### src/rtl/tx_sequencer_if.sv
// Memory-read and UART-TX signal bundle between tx_sequencer and its peers.
// master = sequencer side, slave = memory / UART side.
interface tx_sequencer_if #(
    parameter int AW = 10
) ();
    logic          rd_en;
    logic [AW-1:0] rd_addr;
    logic [7:0]    rd_data;
    logic          tx_flag;
    logic          send;
    logic [7:0]    tx_output;

    modport master (
        output rd_en,
        output rd_addr,
        output send,
        output tx_output,
        input  rd_data,
        input  tx_flag
    );

    modport slave (
        input  rd_en,
        input  rd_addr,
        input  send,
        input  tx_output,
        output rd_data,
        output tx_flag
    );
endinterface

### src/rtl/tx_sequencer.sv
// UART transmit sequencer: streams a byte-wide result vector, or the
// 16-bit scalar result MSB first, through the UART TX core.
module tx_sequencer #(
    parameter int NBytes = 1024,
    parameter int AW     = $clog2(NBytes)
) (
    input  logic           clk,
    input  logic           reset,
    input  logic           start,
    input  logic           mode,
    input  logic [15:0]    scalar_result,
    tx_sequencer_if.master bus,
    output logic           busy,
    output logic           done
);

    typedef enum logic [2:0] {
        IDLE,
        FETCH,
        WAIT_DATA,
        SEND,
        WAIT_TX,
        ADVANCE,
        DONE
    } state_e;

    localparam logic [AW-1:0] LastVec = AW'(NBytes - 1);
    localparam logic [AW-1:0] LastScl = AW'(1);

    state_e        state_q, state_d;
    logic          mode_q, mode_d;
    logic [15:0]   scalar_q, scalar_d;
    logic [AW-1:0] idx_q, idx_d;
    logic          rd_en_q, rd_en_d;
    logic [AW-1:0] rd_addr_q, rd_addr_d;
    logic          send_q, send_d;
    logic [7:0]    tx_output_q, tx_output_d;
    logic          busy_q, busy_d;
    logic          done_q, done_d;

    logic [AW-1:0] last_idx;
    logic [7:0]    scalar_byte;

    assign last_idx    = mode_q ? LastScl : LastVec;
    assign scalar_byte = idx_q[0] ? scalar_q[7:0] : scalar_q[15:8];

    always_comb begin
        state_d     = state_q;
        mode_d      = mode_q;
        scalar_d    = scalar_q;
        idx_d       = idx_q;
        tx_output_d = tx_output_q;
        unique case (state_q)
            IDLE: begin
                if (start) begin
                    mode_d   = mode;
                    scalar_d = scalar_result;
                    idx_d    = '0;
                    state_d  = FETCH;
                end
            end
            FETCH: state_d = WAIT_DATA;
            WAIT_DATA: begin
                tx_output_d = mode_q ? scalar_byte : bus.rd_data;
                state_d     = SEND;
            end
            SEND: state_d = WAIT_TX;
            WAIT_TX: begin
                if (bus.tx_flag) begin
                    if (idx_q == last_idx) begin
                        state_d = DONE;
                    end else begin
                        idx_d   = idx_q + 1'b1;
                        state_d = ADVANCE;
                    end
                end
            end
            // Spacer so the next read issues two cycles after tx_flag.
            ADVANCE: state_d = FETCH;
            DONE:    state_d = IDLE;
            default: state_d = IDLE;
        endcase

        // Outputs are registered: decode them from the state being entered.
        rd_en_d   = (state_d == FETCH) && !mode_d;
        rd_addr_d = rd_en_d ? idx_d : rd_addr_q;
        send_d    = (state_d == SEND);
        busy_d    = (state_d != IDLE) && (state_d != DONE);
        done_d    = (state_d == DONE);
    end

    always_ff @(posedge clk) begin
        if (reset) begin
            state_q     <= IDLE;
            mode_q      <= 1'b0;
            scalar_q    <= '0;
            idx_q       <= '0;
            rd_en_q     <= 1'b0;
            rd_addr_q   <= '0;
            send_q      <= 1'b0;
            tx_output_q <= '0;
            busy_q      <= 1'b0;
            done_q      <= 1'b0;
        end else begin
            state_q     <= state_d;
            mode_q      <= mode_d;
            scalar_q    <= scalar_d;
            idx_q       <= idx_d;
            rd_en_q     <= rd_en_d;
            rd_addr_q   <= rd_addr_d;
            send_q      <= send_d;
            tx_output_q <= tx_output_d;
            busy_q      <= busy_d;
            done_q      <= done_d;
        end
    end

    assign bus.rd_en     = rd_en_q;
    assign bus.rd_addr   = rd_addr_q;
    assign bus.send      = send_q;
    assign bus.tx_output = tx_output_q;
    assign busy          = busy_q;
    assign done          = done_q;

endmodule

### src/flat_wrapper.sv
// flat-port wrapper written by rule: the top's interface ports become plain ports
module tx_sequencer_flat 
#(
    parameter int NBytes = 1024,
    parameter int AW     = $clog2(NBytes)
)
  (clk, reset, start, mode, scalar_result, busy, done, bus_rd_en, bus_rd_addr, bus_send, bus_tx_output, bus_rd_data, bus_tx_flag);
  tx_sequencer_if #(.AW(AW)) bus_i ();
  input  logic clk;
  input  logic reset;
  input  logic start;
  input  logic mode;
  input  logic [15:0] scalar_result;
  output logic busy;
  output logic done;
  output wire logic [$bits(bus_i.rd_en)-1:0] bus_rd_en;
  output wire logic [$bits(bus_i.rd_addr)-1:0] bus_rd_addr;
  output wire logic [$bits(bus_i.send)-1:0] bus_send;
  output wire logic [$bits(bus_i.tx_output)-1:0] bus_tx_output;
  input wire logic [$bits(bus_i.rd_data)-1:0] bus_rd_data;
  input wire logic [$bits(bus_i.tx_flag)-1:0] bus_tx_flag;
  assign bus_rd_en = bus_i.rd_en;
  assign bus_rd_addr = bus_i.rd_addr;
  assign bus_send = bus_i.send;
  assign bus_tx_output = bus_i.tx_output;
  assign bus_i.rd_data = bus_rd_data;
  assign bus_i.tx_flag = bus_tx_flag;
  tx_sequencer #(.NBytes(NBytes), .AW(AW)) u_core (.clk(clk), .reset(reset), .start(start), .mode(mode), .scalar_result(scalar_result), .bus(bus_i), .busy(busy), .done(done));
endmodule
### config.mk
export PLATFORM = sky130hd
export DESIGN_NAME = tx_sequencer_flat
export DESIGN_NICKNAME = d
export VERILOG_FILES = /design/src/rtl/tx_sequencer_if.sv /design/src/rtl/tx_sequencer.sv /design/src/flat_wrapper.sv
export SDC_FILE = /design/constraint.sdc
export NUM_CORES = 1
export LEC_CHECK = 0
export ABC_AREA = 0
export CAP_MARGIN = 0
export CELL_PAD_IN_SITES_DETAIL_PLACEMENT = 0
export CELL_PAD_IN_SITES_GLOBAL_PLACEMENT = 1
export CORE_ASPECT_RATIO = 0.9
export CORE_MARGIN = 2
export CORE_UTILIZATION = 35
export DETAILED_ROUTE_END_ITERATION = 10
export HOLD_SLACK_MARGIN = 0.02
export PLACE_DENSITY_LB_ADDON = 0.1
export SYNTH_ARGS = -nofsm -noshare
export SYNTH_HDL_FRONTEND = slang
export SYNTH_SLANG_ARGS = --single-unit
export TNS_END_PERCENT = 1
### constraint.sdc
create_clock -name clk -period 2.1 [get_ports clk]
set_input_delay 0.315 -clock clk [delete_from_list [all_inputs] [get_ports clk]]
set_output_delay 0.315 -clock clk [all_outputs]
set_load 0.05 [all_outputs]
=== Yosys cells after proc, flatten, opt, wreduce, memory -nomap -nowiden ===
Cells that the tools add are included.

* Bits in registers: 52
* Input port bits: 29
* Output and inout port bits: 22
* Word-level logic and storage cells: 40

* Add/sub/neg operators: 1
* Equality and inequality tests: 10
* Muxes and demuxes: 13
* Reductions and logical operators: 6

{| class="wikitable"
|+ Operators with widths
! operator !! count
|-
| two-way mux 10 bit || 4
|-
| one-hot mux 10 bit (2 select lines) || 1
|-
| one-hot mux 3 bit (6 select lines) || 1
|-
| two-way mux 8 bit || 2
|-
| adder 10 x 1 -> 10 bit (second input constant) || 1
|-
| == test 10 bit || 1
|-
| == test 3 x 2 -> 1 bit (second input constant) || 3
|-
| == test 3 bit (second input constant) || 3
|-
| == test 3 x 1 -> 1 bit (second input constant) || 2
|-
| two-way mux 3 bit || 2
|-
| logical NOT 3 bit || 1
|-
| inequality test 3 bit (second input constant) || 1
|-
| nonzero test 3 bit || 1
|-
| logical AND 1 bit || 2
|-
| two-way mux 1 bit || 2
|-
| two-way mux 2 bit || 1
|-
| AND reduction 2 bit || 1
|-
| logical NOT 1 bit || 1
|}

=== Longest topological paths before layout ===
Gate-level depths: netlist of run 1.

* Depth after elaboration: 7
* Depth in mapped cells: 8
* Depth with buffers taken out: 5

=== Least setup slack after synthesis of run 1 ===
Ideal clock, no wire load.

* Path type: register to register
* Start point: register u_core.state_q[0]
* End point: register u_core.idx_q[4]
* Library setup time: 70 ps
* Data arrival time: 1678 ps
* Data required time: 2030 ps
* Setup slack: 351 ps
* Stages on the path, launching flop included: 8
* Path buffers: 2
* Clock period less this slack: 1749 ps
* Path through: dfxtp_1 > buf_2 > and4bb_2 > nand2_1 > or3_1 > buf_2 > or3_1 > a21oi_1

* Cells in the longest elaborated chain, start to end: 2
* Elaborated cells between the ends (all ways): 3
* Those cells by class: 1 x eq/ne; 1 x mux; 1 x reduce/logical

{| class="wikitable"
|+ RTL lines
! what !! line !! source
|-
| from (decl) || tx_sequencer.sv:30 || <nowiki>state_e state_q, state_d;</nowiki>
|-
| from (signal assigned) || tx_sequencer.sv:105 || <nowiki>state_q <= state_d;</nowiki>
|-
| == test 3 bit / logical NOT 3 bit (equally long branches) || tx_sequencer.sv:53 || <nowiki>unique case (state_q)</nowiki>
|-
| one-hot mux 10 bit (2 select lines) (*) || tx_sequencer.sv:53 ||
|-
| to (signal assigned) || tx_sequencer.sv:108 || <nowiki>idx_q <= idx_d;</nowiki>
|-
| to (decl) || tx_sequencer.sv:33 || <nowiki>logic [AW-1:0] idx_q, idx_d;</nowiki>
|}

Mark *: on every way between the ends. The rest lies on a longest branch, timed or not.
A chain may end at the register's enable or synchronous reset.

=== Final worst setup path of run 1 ===
* Start point: register u_core.state_q[2]
* End point: register u_core.idx_q[6]

Same word-level chain as after synthesis.

==> results.yml, run 1 <==
outcome:
  status: "complete, no violations"
layout:
  regArea_um2: 1040
  n_fill_cell: 607
  finalCoreUtilization: 0.485
  flow.area_growth_from_synthesis_pct: 34.3
  multiInputGateArea_um2: 1080
  final_cells: 400
  antenna_cells: 0
  layout-drive-gt1-share: 0.102
  fin_area_um2: 2960
  final_nets: 342
timing:
  rsz0062_at_grt: "no"
  fin_tns_setup_ns: 0
  fin_crit_sh: 0.884
  setup-violations-final: 0
  period_minus_slack_ns: 1.86
  worst_pin_slew_ns: 0.552
  max_freq_mhz: 539
  finalHoldViolCount: 0
  drv_slew: 0
  slew_headroom: 0.631
  clock_skew_ns: 0.00773
  fin_ws_ns: 0.244
global_routing:
  grt_pass1_wl_um: 9000
  grt_max_degree: 26
  grt_usage: 0.166
  antenna_found_initial: 0
  overflow: 0
  grt_pass1_vias: 1838
yosys:
  synth_flop_cell: "dfxtp_1"
  synth.mux.area_fraction: 0.0561
  syn_nets: 291
  synth_area_um2: 2210
  seq_area_frac_synth: 0.472
  synthXorXnorAreaFrac: 0.00397
  synth_compound_area_frac: 0.173
  syn_inst: 261
  yosys.area_share.simple: 0.245
  netlist_top_cells_area: "dfxtp_1 (47%), a21oi_1 (7.9%), nand2_1 (7.5%), nor2_1 (4.8%), mux2i_1 (4.1%)"
  synth_top_area_share: 0.472
  synthAdderAreaFrac: 0.00567
  synth.distinct_cells: 39
  yosysTopAreaCell: "dfxtp_1"
  synth_top_family_by_area: "simple AND/OR/NAND/NOR gates"
  avgSynthCellArea_um2: 8.46
  synth_warnings: 0
  async_flop_share: 0
  synth_edf_count: 0
  ys_seq_elements: 52
critical_path:
  endpoint_kind: "register"
  crit_cells: 5
  reg2regPathDepth: 5
  slowest_delay_ns: 0.53
  worstPathMaxFanout: 11
  regToRegSetupSlack_ns: 0.24
  worstPathArrival_ns: 2.10
  critical_path_class: "reg -> reg"
  r2r-end: "u_core.idx_q[6]"
  crit_top_cell: "or3_1"
  crit_family: "simple AND/OR/NAND/NOR gates"
  path_cells: "and4bb_2 > nand2_1 > or3_1 > or3_1 > a21oi_1"
  cp-startpoint: "u_core.state_q[2]"
  rr_startpoint: "u_core.state_q[2]"
  cp_slowest_cell: "dfxtp_1"
  cp.required_ns: 2.34
  start_kind: "register"
  setup.worst_path.end: "u_core.idx_q[6]"
  path_buf_inv: 0
power:
  power.leakage_nw: 1.02
  power_frac_clock: 0.326
  share_comb_of_total_power: 0.185
  power_frac_seq: 0.489
  vdd_ir_drop_max_uv: 371
  switching_share: 0.277
  internal_power_mw: 1.60
  powerDensity_nw_per_um2: 745
  p_switching_mw: 0.611
detailed_routing:
  vias: 1963
  drt_iter0_drc: 112
  drt_pass1_iterations: 4
  drc: 0
  vias_per_cell: 4.91
  drt-total-wl_um: 5410
  wire_per_inst_um: 13.5
  ant_nets: 0
placement:
  placed_cell_area_um2: 2840
  dp_cells: 392
  post-place-ws_ns: 0.0285
  gp_congestion: 0.816
  place.detailed.hpwl_um: 3800
  port_buffers: 50
worst_hold_path:
  hold_class: "reg -> reg"
flow_run:
  drv_cap: 0
floorplan:
  rows: 27
  dieArea_um2: 6960
  die_h_um: 79.3
  die_w_um: 87.7
  core_area_um2: 6110
  start_util: 0.361
  ios: 51
clock_network:
  clock_path_buffers: 2
  cts_hold_buf: 0
  clk_pin_slew_ns: 0.09
  cts_resized: 0
  numClockSinks: 52
  cts_inserted_buffers: 5
  cts_tree: "built"
  insertion_delay_ns: 0.30
  cts_max_level: 2
  cts_root_buffer: "clkbuf_8"
  cts_setup_buffers: 0
## state kept, by name, indices dropped and copies added, names as in the netlist
| register | count |
|---|---|
| u_core.busy | 1 |
| u_core.mode_q | 1 |
| u_core.bus.send | 1 |
| u_core.bus.rd_en | 1 |
| u_core.idx_q | 10 |
| u_core.scalar_q | 16 |
| u_core.bus.tx_output | 8 |
| u_core.state_q | 3 |
| u_core.bus.rd_addr | 10 |
| u_core.done | 1 |
## cells by family after synthesis
logic type	Yosys count
xor+xnor	1
buf+inv	22
mux	12
compound gates	61
simple gates	112
fa+ha+maj	1
flops	52
## cells in the mapped netlist, drive strengths merged, types with 4 or more instances
cell / count
dfxtp: 52
nand2: 44
a21oi: 35
nor2: 28
clkbuf: 13
a211oi: 9
mux2i: 9
buf: 8
nand3: 6
nor3: 6
a32o: 5
nand3b: 4
nand4: 4
or3: 4
## worst reg2reg max path, delay by kind of cell, from the launching register on
kind             cells  cell delay [ns]
AND/OR/NAND/NOR      4             1.13
flip-flops           1             0.53
AO/OA/AOI/OAI        1             0.13
## stage by stage
step | hold slack [ns] | power (mW)
6_report | 0.459 | 2.21
5_1_grt | 0.481 | 2.32
4_1_cts | 0.462 | 2.24
3_5_place_dp | 0.448 | 1.51
3_3_place_gp | 0.442 | 1.51
2_1_floorplan | 0.436 | 1.35
## power groups by stage
| stage | Sequential, mW | Combinational [mW] | Clock, mW |
|---|---|---|---|
| after floorplan | 1.15 | 0.196 | 0 |
| after global placement | 1.10 | 0.410 | 0 |
| after detailed placement | 1.10 | 0.412 | 0 |
| after CTS | 1.08 | 0.414 | 0.746 |
| after global routing | 1.09 | 0.449 | 0.787 |
| final | 1.08 | 0.409 | 0.720 |
## area by class of cell
cell class	instances	share of cell area
multi-input cells	187	0.363
flip-flops and latches	52	0.351
clock buffers	6	0.0279
clock inverters	2	0.0131
repair buffers	65	0.207
inverters	1	0.00127
well taps	87	0.0367
## how the worst min path moves through the flow
stage	cells past startpoint	slack (ns)	start	endpoint
final	2	0.46	u_core.scalar_q[13]	u_core.scalar_q[13]
after global routing	2	0.48	u_core.scalar_q[10]	u_core.scalar_q[10]
after CTS	2	0.46	u_core.scalar_q[12]	u_core.scalar_q[12]
after detailed placement	2	0.45	u_core.scalar_q[12]	u_core.scalar_q[12]
after global placement	2	0.44	u_core.scalar_q[0]	u_core.scalar_q[0]
after floorplan	2	0.44	u_core.scalar_q[10]	u_core.scalar_q[10]
## cells in the final DEF, fill, tap and decap left out, drive strengths merged, types with 4 or more instances in the layout
cell type / synthesis / layout
clkdlybuf4s50: 0 / 50
dfxtp: 52 / 52
nor3: 6 / 6
clkbuf: 13 / 6
mux2i: 9 / 9
nand2: 44 / 44
or3: 4 / 4
nand3b: 4 / 4
nand3: 6 / 6
nor2: 28 / 28
a21oi: 35 / 35
a32o: 5 / 5
buf: 8 / 15
a211oi: 9 / 9
nand4: 4 / 4
## metal layers
metal / wire (um) / up-vias / global-route usage
met5: 0 / - / 0
met4: 55 / 0 / 0.0554
met3: 241 / 5 / 0.0364
met2: 2240 / 37 / 0.232
met1: 2870 / 906 / 0.248
li1: - / 1015 / -
No activity file was read; power rests on OpenSTA's default activity.
==> run 2, diff against run 1 <==
--- a/config.mk
+++ b/config.mk
@@ -10,7 +10,7 @@
 export CELL_PAD_IN_SITES_DETAIL_PLACEMENT = 0
 export CELL_PAD_IN_SITES_GLOBAL_PLACEMENT = 1
 export CORE_ASPECT_RATIO = 0.9
-export CORE_MARGIN = 2
+export CORE_MARGIN = 8
 export CORE_UTILIZATION = 35
 export DETAILED_ROUTE_END_ITERATION = 10
 export HOLD_SLACK_MARGIN = 0.02
==> results.yml, run 2 (synthesis results as in run 1) <==
detailed_routing:
  drc: 0
  wire_per_inst_um: 14.1
  drt_pass1_iterations: 4
  ant_nets: 0
  vias_per_cell: 4.96
  drt_iter0_drc: 149
  vias: 1978
  drt-total-wl_um: 5610
flow_run:
  drv_cap: 0
layout:
  largest_register_ffs: 16
  antenna_cells: 0
  layout.cells.most_common: "dfxtp_1"
  top_register: "u_core.scalar_q"
  layout-drive-gt1-share: 0.0994
  mostFrequentLayoutCells: "dfxtp_1 (52), clkdlybuf4s50_1 (50), nand2_1 (44)"
  final_nets: 341
  regArea_um2: 1040
  flow.area_growth_from_synthesis_pct: 35.3
  n_fill_cell: 617
  multiInputGateArea_um2: 1080
critical_path:
  regToRegSetupSlack_ns: 0.23
  cp.required_ns: 2.33
  critical_path_class: "reg -> reg"
  rr_startpoint: "u_core.state_q[2]"
  endpoint_kind: "register"
  worstPathArrival_ns: 2.11
  worstPathMaxFanout: 11
  start_kind: "register"
  cp-startpoint: "u_core.state_q[2]"
timing:
  period_minus_slack_ns: 1.87
  fin_crit_sh: 0.892
  rsz0062_at_grt: "no"
  slew_headroom: 0.614
  finalHoldViolCount: 0
  fin_ws_ns: 0.226
  worst_pin_slew_ns: 0.577
  drv_slew: 0
  clock_skew_ns: 0.00497
  setup-violations-final: 0
  worst_hold_slack_ns: 0.458
  fin_tns_setup_ns: 0
  max_freq_mhz: 534
floorplan:
  ios: 51
  start_util: 0.361
  rows: 27
  die_h_um: 91.3
  die_w_um: 99.7
  dieArea_um2: 9110
  core_area_um2: 6110
outcome:
  status: "complete, no violations"
placement:
  place.detailed.hpwl_um: 4010
  port_buffers: 50
  post-place-ws_ns: -0.00181
  gp_congestion: 0.791
power:
  powerDensity_nw_per_um2: 749
  power_mw: 2.24
  vdd_ir_drop_max_uv: 284
  power.leakage_nw: 1.03
global_routing:
  grt_usage: 0.126
  grt_pass1_wl_um: 9430
  overflow: 0
  antenna_found_initial: 0
  grt_max_degree: 36
  grt_pass1_vias: 1892
clock_network:
  cts_setup_buffers: 0
  numClockSinks: 52
  clk_pin_slew_ns: 0.09
  cts_hold_buf: 0
  clock_path_buffers: 2
  cts_inserted_buffers: 5
  cts_max_level: 2
  cts_tree: "built"
  cts_resized: 0
  insertion_delay_ns: 0.30
  cts_root_buffer: "clkbuf_8"
worst_hold_path:
  hold_class: "reg -> reg"
  min_from: "u_core.scalar_q[8]"
## run 2: path summary, 6_finish.rpt
path                             end  cells past startpoint
setup / recovery     u_core.idx_q[4]                      5
hold / removal    u_core.scalar_q[8]                      2
setup reg to reg     u_core.idx_q[4]                      5
hold reg to reg   u_core.scalar_q[8]                      2
## run 2: worst max-delay path, stage by stage (launching register included)
cell      delay (ns)
dfxtp_1         0.52
and4bb_2        0.32
nand2_1         0.06
or3_1           0.42
or3_1           0.34
a21oi_1         0.15
## run 2: final cells by class
type                       instances  share of cell area
timing repair buffer              64               0.211
inverter                           1             0.00126
sequential                        52               0.349
tap                               87              0.0364
clock inverter                     1              0.0101
clock buffer                       7              0.0323
multi-input combinational        187               0.360
## run 2: metrics by stage
step	util	instance area, um^2	instances
5_1_grt	0.488	2990	399
3_5_place_dp	0.468	2860	391
6_report	0.488	2990	399
4_1_cts	0.488	2990	399
3_3_place_gp	0.468	2860	391
2_1_floorplan	-	2210	261
## run 2: per-layer routing
layer  routed length, um  track usage  part of all wire
met4                  51       0.0378            0.0091
met1                2890        0.177              0.51
met5                   0            0                 0
met2                2370        0.182              0.42
met3                 297       0.0336             0.053
## run 2: report_power, final
group,internal (mW),total [mW],switching [mW]
Clock,0.421,0.737,0.316
Sequential,1.04,1.08,0.0369
Combinational,0.176,0.422,0.245
==> run 3, diff against run 2 <==
--- a/config.mk
+++ b/config.mk
@@ -6,6 +6,7 @@
 export NUM_CORES = 1
 export LEC_CHECK = 0
 export ABC_AREA = 0
+export ABC_CLOCK_PERIOD_IN_PS = 2100
 export CAP_MARGIN = 0
 export CELL_PAD_IN_SITES_DETAIL_PLACEMENT = 0
 export CELL_PAD_IN_SITES_GLOBAL_PLACEMENT = 1
==> results of run 3 <==
No change in the layout: final DEF, timing and power equal those of run 2.
